## config.mk

```make
export PLATFORM = sky130hd
export DESIGN_NAME = mem_port_arbiter
export DESIGN_NICKNAME = d
export VERILOG_FILES = /design/src/rtl/mem_port_arbiter.sv
export SDC_FILE = /design/constraint.sdc
export NUM_CORES = 1
export LEC_CHECK = 0
export CELL_PAD_IN_SITES_DETAIL_PLACEMENT = 1
export CELL_PAD_IN_SITES_GLOBAL_PLACEMENT = 2
export CORE_AREA = 5 5 107 129
export DETAILED_ROUTE_END_ITERATION = 10
export DIE_AREA = 0 0 112 134
export PLACE_DENSITY_LB_ADDON = 0.1
export SYNTH_ARGS = -nofsm -noshare
export SYNTH_HDL_FRONTEND = slang
export SYNTH_SLANG_ARGS = --single-unit
```

## constraint.sdc

```tcl
create_clock -name clk -period 2.2 [get_ports clk]
set_clock_uncertainty 0.15 [all_clocks]
set_input_delay 0.44 -clock clk [delete_from_list [all_inputs] [get_ports clk]]
set_output_delay 0.44 -clock clk [all_outputs]
set_load 0.05 [all_outputs]
```

## src/rtl/mem_port_arbiter.sv

```systemverilog
// Arbitrates one fixed-latency single-ported memory between instruction fetch and data access.
// Each access runs IDLE -> ISSUE -> WAIT -> RESP and returns a one-cycle ready pulse.
module mem_port_arbiter #(
    parameter int MEM_LAT = 2,
    parameter int AW      = 16,
    parameter int DW      = 16
) (
    input  logic          clk,
    input  logic          rst_n,
    input  logic          if_req,
    input  logic [AW-1:0] if_addr,
    input  logic          if_flush,
    input  logic          hlt,
    output logic          if_rdy,
    output logic [DW-1:0] if_rdata,
    input  logic          d_re,
    input  logic          d_we,
    input  logic [AW-1:0] d_addr,
    input  logic [DW-1:0] d_wdata,
    output logic          d_rdy,
    output logic [DW-1:0] d_rdata,
    output logic          mem_en,
    output logic          mem_we,
    output logic [AW-1:0] mem_addr,
    output logic [DW-1:0] mem_wdata,
    input  logic [DW-1:0] mem_rdata,
    output logic          stall,
    output logic          busy,
    output logic          err
);

    localparam int CW = (MEM_LAT > 1) ? $clog2(MEM_LAT) : 1;

    typedef enum logic [1:0] {S_IDLE, S_ISSUE, S_WAIT, S_RESP} state_t;

    state_t        state_q, state_d;
    logic          own_data_q, own_data_d;
    logic          we_q, we_d;
    logic [AW-1:0] addr_q, addr_d;
    logic [DW-1:0] wdata_q, wdata_d;
    logic [CW-1:0] cnt_q, cnt_d;
    logic          flush_q, flush_d;
    logic          mem_en_q, mem_en_d;
    logic          mem_we_q, mem_we_d;
    logic          if_rdy_q, if_rdy_d;
    logic [DW-1:0] if_rdata_q, if_rdata_d;
    logic          d_rdy_q, d_rdy_d;
    logic [DW-1:0] d_rdata_q, d_rdata_d;
    logic          err_q, err_d;

    always_ff @(posedge clk or negedge rst_n) begin
        if (!rst_n) begin
            state_q    <= S_IDLE;
            own_data_q <= 1'b0;
            we_q       <= 1'b0;
            addr_q     <= '0;
            wdata_q    <= '0;
            cnt_q      <= '0;
            flush_q    <= 1'b0;
            mem_en_q   <= 1'b0;
            mem_we_q   <= 1'b0;
            if_rdy_q   <= 1'b0;
            if_rdata_q <= '0;
            d_rdy_q    <= 1'b0;
            d_rdata_q  <= '0;
            err_q      <= 1'b0;
        end else begin
            // NOTE: non-blocking updates so every register samples the pre-edge values.
            state_q    <= state_d;
            own_data_q <= own_data_d;
            we_q       <= we_d;
            addr_q     <= addr_d;
            wdata_q    <= wdata_d;
            cnt_q      <= cnt_d;
            flush_q    <= flush_d;
            mem_en_q   <= mem_en_d;
            mem_we_q   <= mem_we_d;
            if_rdy_q   <= if_rdy_d;
            if_rdata_q <= if_rdata_d;
            d_rdy_q    <= d_rdy_d;
            d_rdata_q  <= d_rdata_d;
            err_q      <= err_d;
        end
    end

    always_comb begin
        // NOTE: every target gets a default first so no path leaves a latch behind.
        state_d    = state_q;
        own_data_d = own_data_q;
        we_d       = we_q;
        addr_d     = addr_q;
        wdata_d    = wdata_q;
        cnt_d      = cnt_q;
        flush_d    = flush_q;
        mem_en_d   = 1'b0;
        mem_we_d   = 1'b0;
        if_rdy_d   = 1'b0;
        if_rdata_d = if_rdata_q;
        d_rdy_d    = 1'b0;
        d_rdata_d  = d_rdata_q;
        err_d      = err_q;

        if (state_q != S_IDLE && !own_data_q && if_flush) begin
            flush_d = 1'b1;
        end

        unique case (state_q)
            S_IDLE: begin
                flush_d = 1'b0;
                if (d_re || d_we) begin
                    own_data_d = 1'b1;
                    we_d       = d_we;
                    addr_d     = d_addr;
                    wdata_d    = d_wdata;
                    mem_en_d   = 1'b1;
                    mem_we_d   = d_we;
                    state_d    = S_ISSUE;
                    if (d_re && d_we) begin
                        err_d = 1'b1;
                    end
                end else if (if_req && !hlt && !if_flush) begin
                    own_data_d = 1'b0;
                    we_d       = 1'b0;
                    addr_d     = if_addr;
                    wdata_d    = '0;
                    mem_en_d   = 1'b1;
                    state_d    = S_ISSUE;
                end
            end
            S_ISSUE: begin
                cnt_d   = CW'(MEM_LAT - 1);
                state_d = S_WAIT;
            end
            S_WAIT: begin
                if (cnt_q == '0) begin
                    state_d = S_RESP;
                    if (own_data_q) begin
                        d_rdy_d   = 1'b1;
                        d_rdata_d = we_q ? '0 : mem_rdata;
                    end else if (!(flush_q || if_flush)) begin
                        // A redirect seen this cycle still kills the stale fetch response.
                        if_rdy_d   = 1'b1;
                        if_rdata_d = mem_rdata;
                    end
                end else begin
                    cnt_d = cnt_q - 1'b1;
                end
            end
            S_RESP: begin
                state_d = S_IDLE;
            end
            default: state_d = S_IDLE;
        endcase
    end

    assign mem_en    = mem_en_q;
    assign mem_we    = mem_we_q;
    assign mem_addr  = addr_q;
    assign mem_wdata = wdata_q;
    assign if_rdy    = if_rdy_q;
    assign if_rdata  = if_rdata_q;
    assign d_rdy     = d_rdy_q;
    assign d_rdata   = d_rdata_q;
    assign busy      = (state_q != S_IDLE);
    assign err       = err_q;

    // Gated by rst_n so the stall is also low while reset is held.
    assign stall = rst_n & ((((d_re | d_we) & ~d_rdy_q)) | (if_req & ~if_rdy_q & ~hlt));

endmodule

```

# After elaboration in Yosys (flattened, before gate mapping)

Cells that the tools add are included.

Add/subtract/negate cells: 1
Equality and inequality tests: 5
Mux-type cells: 28
Bitwise gates (word level): 12
Reductions and logical operators: 20

Operator list:

| cell                                                 | count |
|---|---|
| two-way mux 16 bit                                   | 5 |
| two-way mux 1 bit                                    | 18 |
| case mux 2 bit (4 select lines)                      | 1 |
| nonzero test 2 bit                                   | 4 |
| two-way mux 2 bit                                    | 3 |
| inverter 1 bit                                       | 6 |
| AND reduction 3 bit                                  | 2 |
| logical AND 1 bit                                    | 5 |
| AND 1 bit                                            | 4 |
| equality test 2 bit (second input constant)          | 2 |
| AND reduction 2 bit                                  | 2 |
| AND reduction 4 bit                                  | 1 |
| logical NOT 1 bit                                    | 3 |
| inequality test 3 bit (second input constant)        | 1 |
| equality test 2 x 1 -> 1 bit (second input constant) | 1 |
| logical NOT 2 bit                                    | 1 |
| logical OR 1 bit                                     | 2 |
| inequality test 2 bit (second input constant)        | 1 |
| OR 1 bit                                             | 2 |
| case mux 1 bit (2 select lines)                      | 1 |
| subtractor 1 bit (second input constant)             | 1 |

Flip-flop bits (word level): 75
Output and inout port bits: 71
Word-level logic and storage cells: 80

# Logic depth before layout (Yosys ltp)

Gate-level depths: netlist (run 1).

Word-level depth: 6
Gate-level depth with buffers: 6

# Worst setup path before layout (run 1)

OpenSTA, ideal clock, no wires.

Path kind: reg-to-output
From: register if_rdy_q (netlist: if_rdy)
To: output port stall
Data arrival time: 1,295 ps
Required time: 1,610 ps
Path slack: 315 ps
Cell stages (with the launch flop): 3
Buffers on the path: 0
Path through: dfrtp_1 o32ai_1 and2_1

Longest elaborated chain between the ends: 5

Ends and longest elaborated chain:

| item                   | RTL line | source |
|---|---|---|
| from (decl)            | 45       | `logic if_rdy_q, if_rdy_d;` |
| from (signal assigned) | 78       | `if_rdy_q <= if_rdy_d;` |
| inverter 1 bit         | 168      | `assign stall = rst_n & ((((d_re \| d_we) & ~d_rdy_q)) \| (if_req & ~if_rdy_q & ~hlt));` |
| AND 1 bit (2 in a row) | 168      |  |
| OR 1 bit               | 168      |  |
| AND 1 bit              | 168      |  |
| to (decl)              | 27       | `output logic stall,` |

No other way between the ends.

# Worst setup path in the final report (run 1)

From: register if_rdy_q (netlist: if_rdy)
To: output port if_rdy

RTL lines:

| item      | RTL line | source |
|---|---|---|
| to (decl) | 14       | `output logic if_rdy,` |

No word-level cell between the ends.

==> results of run 1 <==
[cells in the mapped netlist, types with 2 or more instances]
library cell,count,area (um2)
nand2b_1,16,100
clkbuf_1,4,15.0
dfrtp_1,75,1880
mux2_2,35,394
and2_1,2,12.5
buf_2,2,10.0
a21o_1,2,15.0
buf_4,3,22.5
mux2_4,9,135
ha_1,2,25.0
mux2_1,5,56.3
nand2_1,17,63.8
inv_1,7,26.3
o21ai_0,16,80.1
a22o_1,16,140
[metal layers]
metal | global-route usage | vias to the layer above
li1 | - | 1093
met1 | 0.148 | 1124
met2 | 0.190 | 93
met3 | 0.0600 | 8
met4 | 0.0361 | 0
met5 | 0 | -
[report_power, final]
group          internal [W]  switching (W)
Combinational       0.00178        0.00290
Sequential          0.00200       0.000353
Clock               0.00123       0.000588
[metrics by stage]
| step | hold slack (ns) | utilization | TNS [ns] |
|---|---|---|---|
| after floorplan | -0.00559 | - | 0 |
| after global placement | 0.297 | 0.385 | -0.141 |
| after detailed placement | 0.297 | 0.385 | -0.334 |
| after CTS | 0.0223 | 0.415 | 0 |
| after global routing | 0.0354 | 0.416 | 0 |
| final | -0.0173 | 0.416 | 0 |
[what timing repair did]
| item | 4_1_cts | 5_1_grt |
|---|---|---|
| gates resized for setup | 1 | 4 |
| setup endpoints to repair | 1 | 1 |
| pin swaps | 0 | 1 |
| endpoints found under the hold margin | 0 | 0 |
| buffers inserted | 0 | 0 |
[cells by family after synthesis]
kind of cell    after synthesis  share of synthesized area
mux                          50                      0.190
compound gates               40                     0.0954
simple gates                 42                     0.0731
buf+inv                      19                     0.0347
fa+ha+maj                     2                    0.00798
flops                        75                      0.599
[final timing paths]
check                                start            end  slack, ns  depth (start not counted)
worst min-delay path                 rst_n   mem_addr[11]      -0.02                          2
max in group asynchronous            rst_n   mem_wdata[2]       1.57                          2
worst max-delay path                if_rdy         if_rdy       0.08                          1
worst max register to register  state_q[0]  mem_wdata[12]       0.23                          5
min in group clk                       err            err       0.31                          1
worst min register to register         err            err       0.31                          1
[state kept, by name (all words and copies together) (netlist names), 2 cells and up]
register and flops:
d_rdata 16, if_rdata 16, mem_addr 16, mem_wdata 16, state_q 2
[layout make-up]
| cell class | instances | area [um2] | area share |
|---|---|---|---|
| Clock buffer | 10 | 229 | 0.0442 |
| Multi-Input combinational cell | 134 | 1160 | 0.224 |
| Clock inverter | 6 | 138 | 0.0266 |
| Inverter | 8 | 30.0 | 0.00580 |
| Sequential cell | 75 | 1880 | 0.362 |
| Timing Repair Buffer | 150 | 1540 | 0.298 |
| Tap cell | 164 | 205 | 0.0396 |
[worst reg2reg max path: stages (launching register included)]
cell and delay [ns]:
dfrtp_1 0.37, inv_1 0.09, ha_1 0.30, inv_2 0.11
nor2_2 0.62, a22o_1 0.27
==> metrics, run 1 <==
DP Area 4790 um2; Core Area 12400 um2; clk root buf clkbuf_16; CTS Buffer Depth 2; Worst Path Required 1.61 ns; critical path buffer and inverter count 1; Post-route DRC 0; post-synthesis sequential area ratio 0.599; first-pass GRT wire length 14300 um; Max-slew headroom 0.484; Vias 2318; WL met3 822 um; peak supply drop 694 uV; top_reg_cell synth dfrtp_1; RD Place Congestion 0.710; initial antenna violation count 0; synthesized area 3130 um2; register bit total from synthesis 75; f_max 0.472 GHz; Worst-Margin Slew 0.773 ns; # setup viols final 0; Hold Crit Class input pin to async pin; Tot Pwr 0.00885 W; highest routing layer actually used met4; Initial Util 0.252; most frequent cells in the layout 137 x clkdlybuf4s50_1, 75 x dfrtp_1, 35 x mux2_2; Die X 112 um; dpl cells 531; Initial DRC Count 73; post-DR vias/cell 4.24; Die Ht 134 um; status finished with violations; DR WL met2 4170 um; Core Rows 45; vias in the first global route 2608; Final Hold Viols 21; Mapped Cells 228; Crit-path slowest cell clkdlybuf4s50_1; kind of start point of the critical path flip-flop; Final period util 0.964; commonest non-fill, non-tap cell in the layout clkdlybuf4s50_1; largest net degree at the start of global routing 76; wire per inst 16.2 um; hold buffers post-CTS 0; final instance area 5180 um2; Hold WS -0.0173 ns; latest clock arrival within the worst-skew pair 0.33 ns; GRT Total Usage 0.121; count of final max-slew check failures 0; total CTS buffers 9; CP peak stage delay 0.83 ns; leakage 2.26 nW; Post-synth EDFFs 0; Die Footprint 15000 um2; DR pass1 iterations 2; H-tree levels 3; gr ovfl total 0; RSZ-0062 raised after global routing no; area delta synth->final 65.3%; Crit Path Category flip-flop to output port; Finished Layout Cells 547; share of cells above drive strength 1 0.206; dpl ws -0.0295 ns; Mapped Nets 301; CTS tree done; Fillers 1309; clk sinks 75; Final ANT Viol Nets 0; failing checks hold timing; WL final 8840 um; final worst slack 0.0792 ns; wire length on met1 3750 um; Worst-path clk slew 0.06 ns; Buffers on Ports 141; CP delay by family, top buffers and inverters; post-DP HPWL 6300 um; Worst Setup End Kind output port; IO Pins 142; crit path DAT 1.53 ns; synth unique cells 32; critical path, cell by cell clkdlybuf4s50_1; PwrDens 1710 nW/um2; syn_area_per_cell 13.7 um2; total number of yosys warnings 0; Max Cap Violations 0; async set or reset register ratio after synthesis 1.00; critical-path maximum fanout 2; min cycle time layout 2.12 ns; diodes inserted 0; Nets 451
Power figures use the tool's default switching activity.
==> run 2, diff against run 1 <==
--- a/config.mk
+++ b/config.mk
@@ -10,6 +10,7 @@
 export CORE_AREA = 5 5 107 129
 export DETAILED_ROUTE_END_ITERATION = 10
 export DIE_AREA = 0 0 112 134
+export HOLD_SLACK_MARGIN = 0.08
 export PLACE_DENSITY_LB_ADDON = 0.1
 export SYNTH_ARGS = -nofsm -noshare
 export SYNTH_HDL_FRONTEND = slang
==> metrics, run 2 (same netlist as run 1, synthesis figures left out) <==
leakage 2.26 nW; Core Area 12400 um2; commonest non-fill, non-tap cell in the layout clkdlybuf4s50_1; highest routing layer actually used met4; status complete, no violations; post-DR vias/cell 4.24; most frequent cells in the layout 137 x clkdlybuf4s50_1, 75 x dfrtp_1, 35 x mux2_2; Core Rows 45; DP Area 4790 um2; latest clock arrival within the worst-skew pair 0.33 ns; Nets 452; share of cells above drive strength 1 0.206; # setup viols final 0; CTS tree done; initial antenna violation count 0; reg2reg path depth 5; Worst Setup End Kind output port; post-DP HPWL 6300 um; kind of start point of the critical path flip-flop; DR pass1 iterations 2; dpl ws -0.0295 ns; CP delay by family, top buffers and inverters; Stages on worst setup path 1; final instance area 5190 um2; WL final 8840 um; Final ANT Viol Nets 0; Crit Path Category flip-flop to output port; Final period util 0.964; RD Place Congestion 0.710; Die Footprint 15000 um2; clk root buf clkbuf_16; critical-path maximum fanout 2; wire per inst 16.1 um; IO Pins 142; count of final max-slew check failures 0; Post-route DRC 0; first-pass GRT wire length 14400 um; RSZ-0062 raised after global routing no; CP Capture Point if_rdy; Buffers on Ports 141; Vias 2323; crit path launch if_rdy; gr ovfl total 0; area delta synth->final 65.6%; Initial Util 0.252; Max-slew headroom 0.484; Worst Path Required 1.61 ns; vias in the first global route 2614; WL met3 773 um; CTS Buffer Depth 2; diodes inserted 0; R2R Path Start state_q[0]; crit path DAT 1.53 ns; final worst slack 0.0798 ns; PwrDens 1710 nW/um2; Worst-Margin Slew 0.773 ns; wire length on met1 3810 um; Worst-path clk slew 0.06 ns; total CTS buffers 9; GRT Total Usage 0.121; min cycle time layout 2.12 ns; Crit-path slowest cell clkdlybuf4s50_1; H-tree levels 3; Die Ht 134 um; Max Cap Violations 0; Die X 112 um; peak supply drop 693 uV; f_max 0.472 GHz; Hold Crit Class flip-flop to flip-flop; DR WL met2 4170 um; reg2reg end mem_wdata[12]; Hold WS 0.309 ns; clk sinks 75; CP peak stage delay 0.83 ns; largest net degree at the start of global routing 76; R2R setup slack 0.23 ns; critical path buffer and inverter count 1; critical path, cell by cell clkdlybuf4s50_1; Initial DRC Count 75; Final Hold Viols 0
run 2: repair_timing:
action / in CTS / in global routing
hold buffers: 1 / 0
setup endpoints to repair: 1 / 1
pin swaps: 0 / 1
gates resized for setup: 1 / 4
endpoints found under the hold margin: 75 / 0
setup buffers: 0 / 0
run 2: worst min-delay path by stage:
stage | start | end | slack (ns) | cells past startpoint
after floorplan | rst_n | cnt_q | -0.006 | 0
after global placement | err | err | 0.30 | 1
after detailed placement | err | err | 0.30 | 1
after CTS | err | err | 0.31 | 1
after global routing | err | err | 0.32 | 1
final | err | err | 0.31 | 1
run 2: metrics by stage:
stage	utilization	std cells	total power (W)	TNS, ns
2_1_floorplan	-	228	0.00539	0
3_3_place_gp	0.385	531	0.00707	-0.141
3_5_place_dp	0.385	531	0.00712	-0.334
4_1_cts	0.416	548	0.00900	0
5_1_grt	0.417	548	0.00931	0
6_report	0.417	548	0.00885	0
run 2: power breakdown:
part	internal (W)	switching, W	leakage (nW)
Sequential	0.00200	0.000354	0.932
Clock	0.00123	0.000586	0.177
Combinational	0.00178	0.00290	1.15
run 2: layout make-up:
type,count,area (um2)
clock buffers,10,229
clock inverters,6,138
fillers,1309,7250
inverters,8,30.0
multi-input cells,134,1160
flip-flops and latches,75,1880
well taps,164,205
repair buffers,151,1550
run 2: routing by layer:
layer,up-vias,global-route usage
met5,-,0
met4,0,0.0361
met3,8,0.0569
met2,93,0.190
met1,1127,0.150
li1,1095,-
run 2: worst register-to-register path, delay by kind of cell (launching register included):
family	cells	cell delay (ns)
buf+inv	2	0.20
compound gates	1	0.27
flops	1	0.37
fa+ha+maj	1	0.30
simple gates	1	0.62
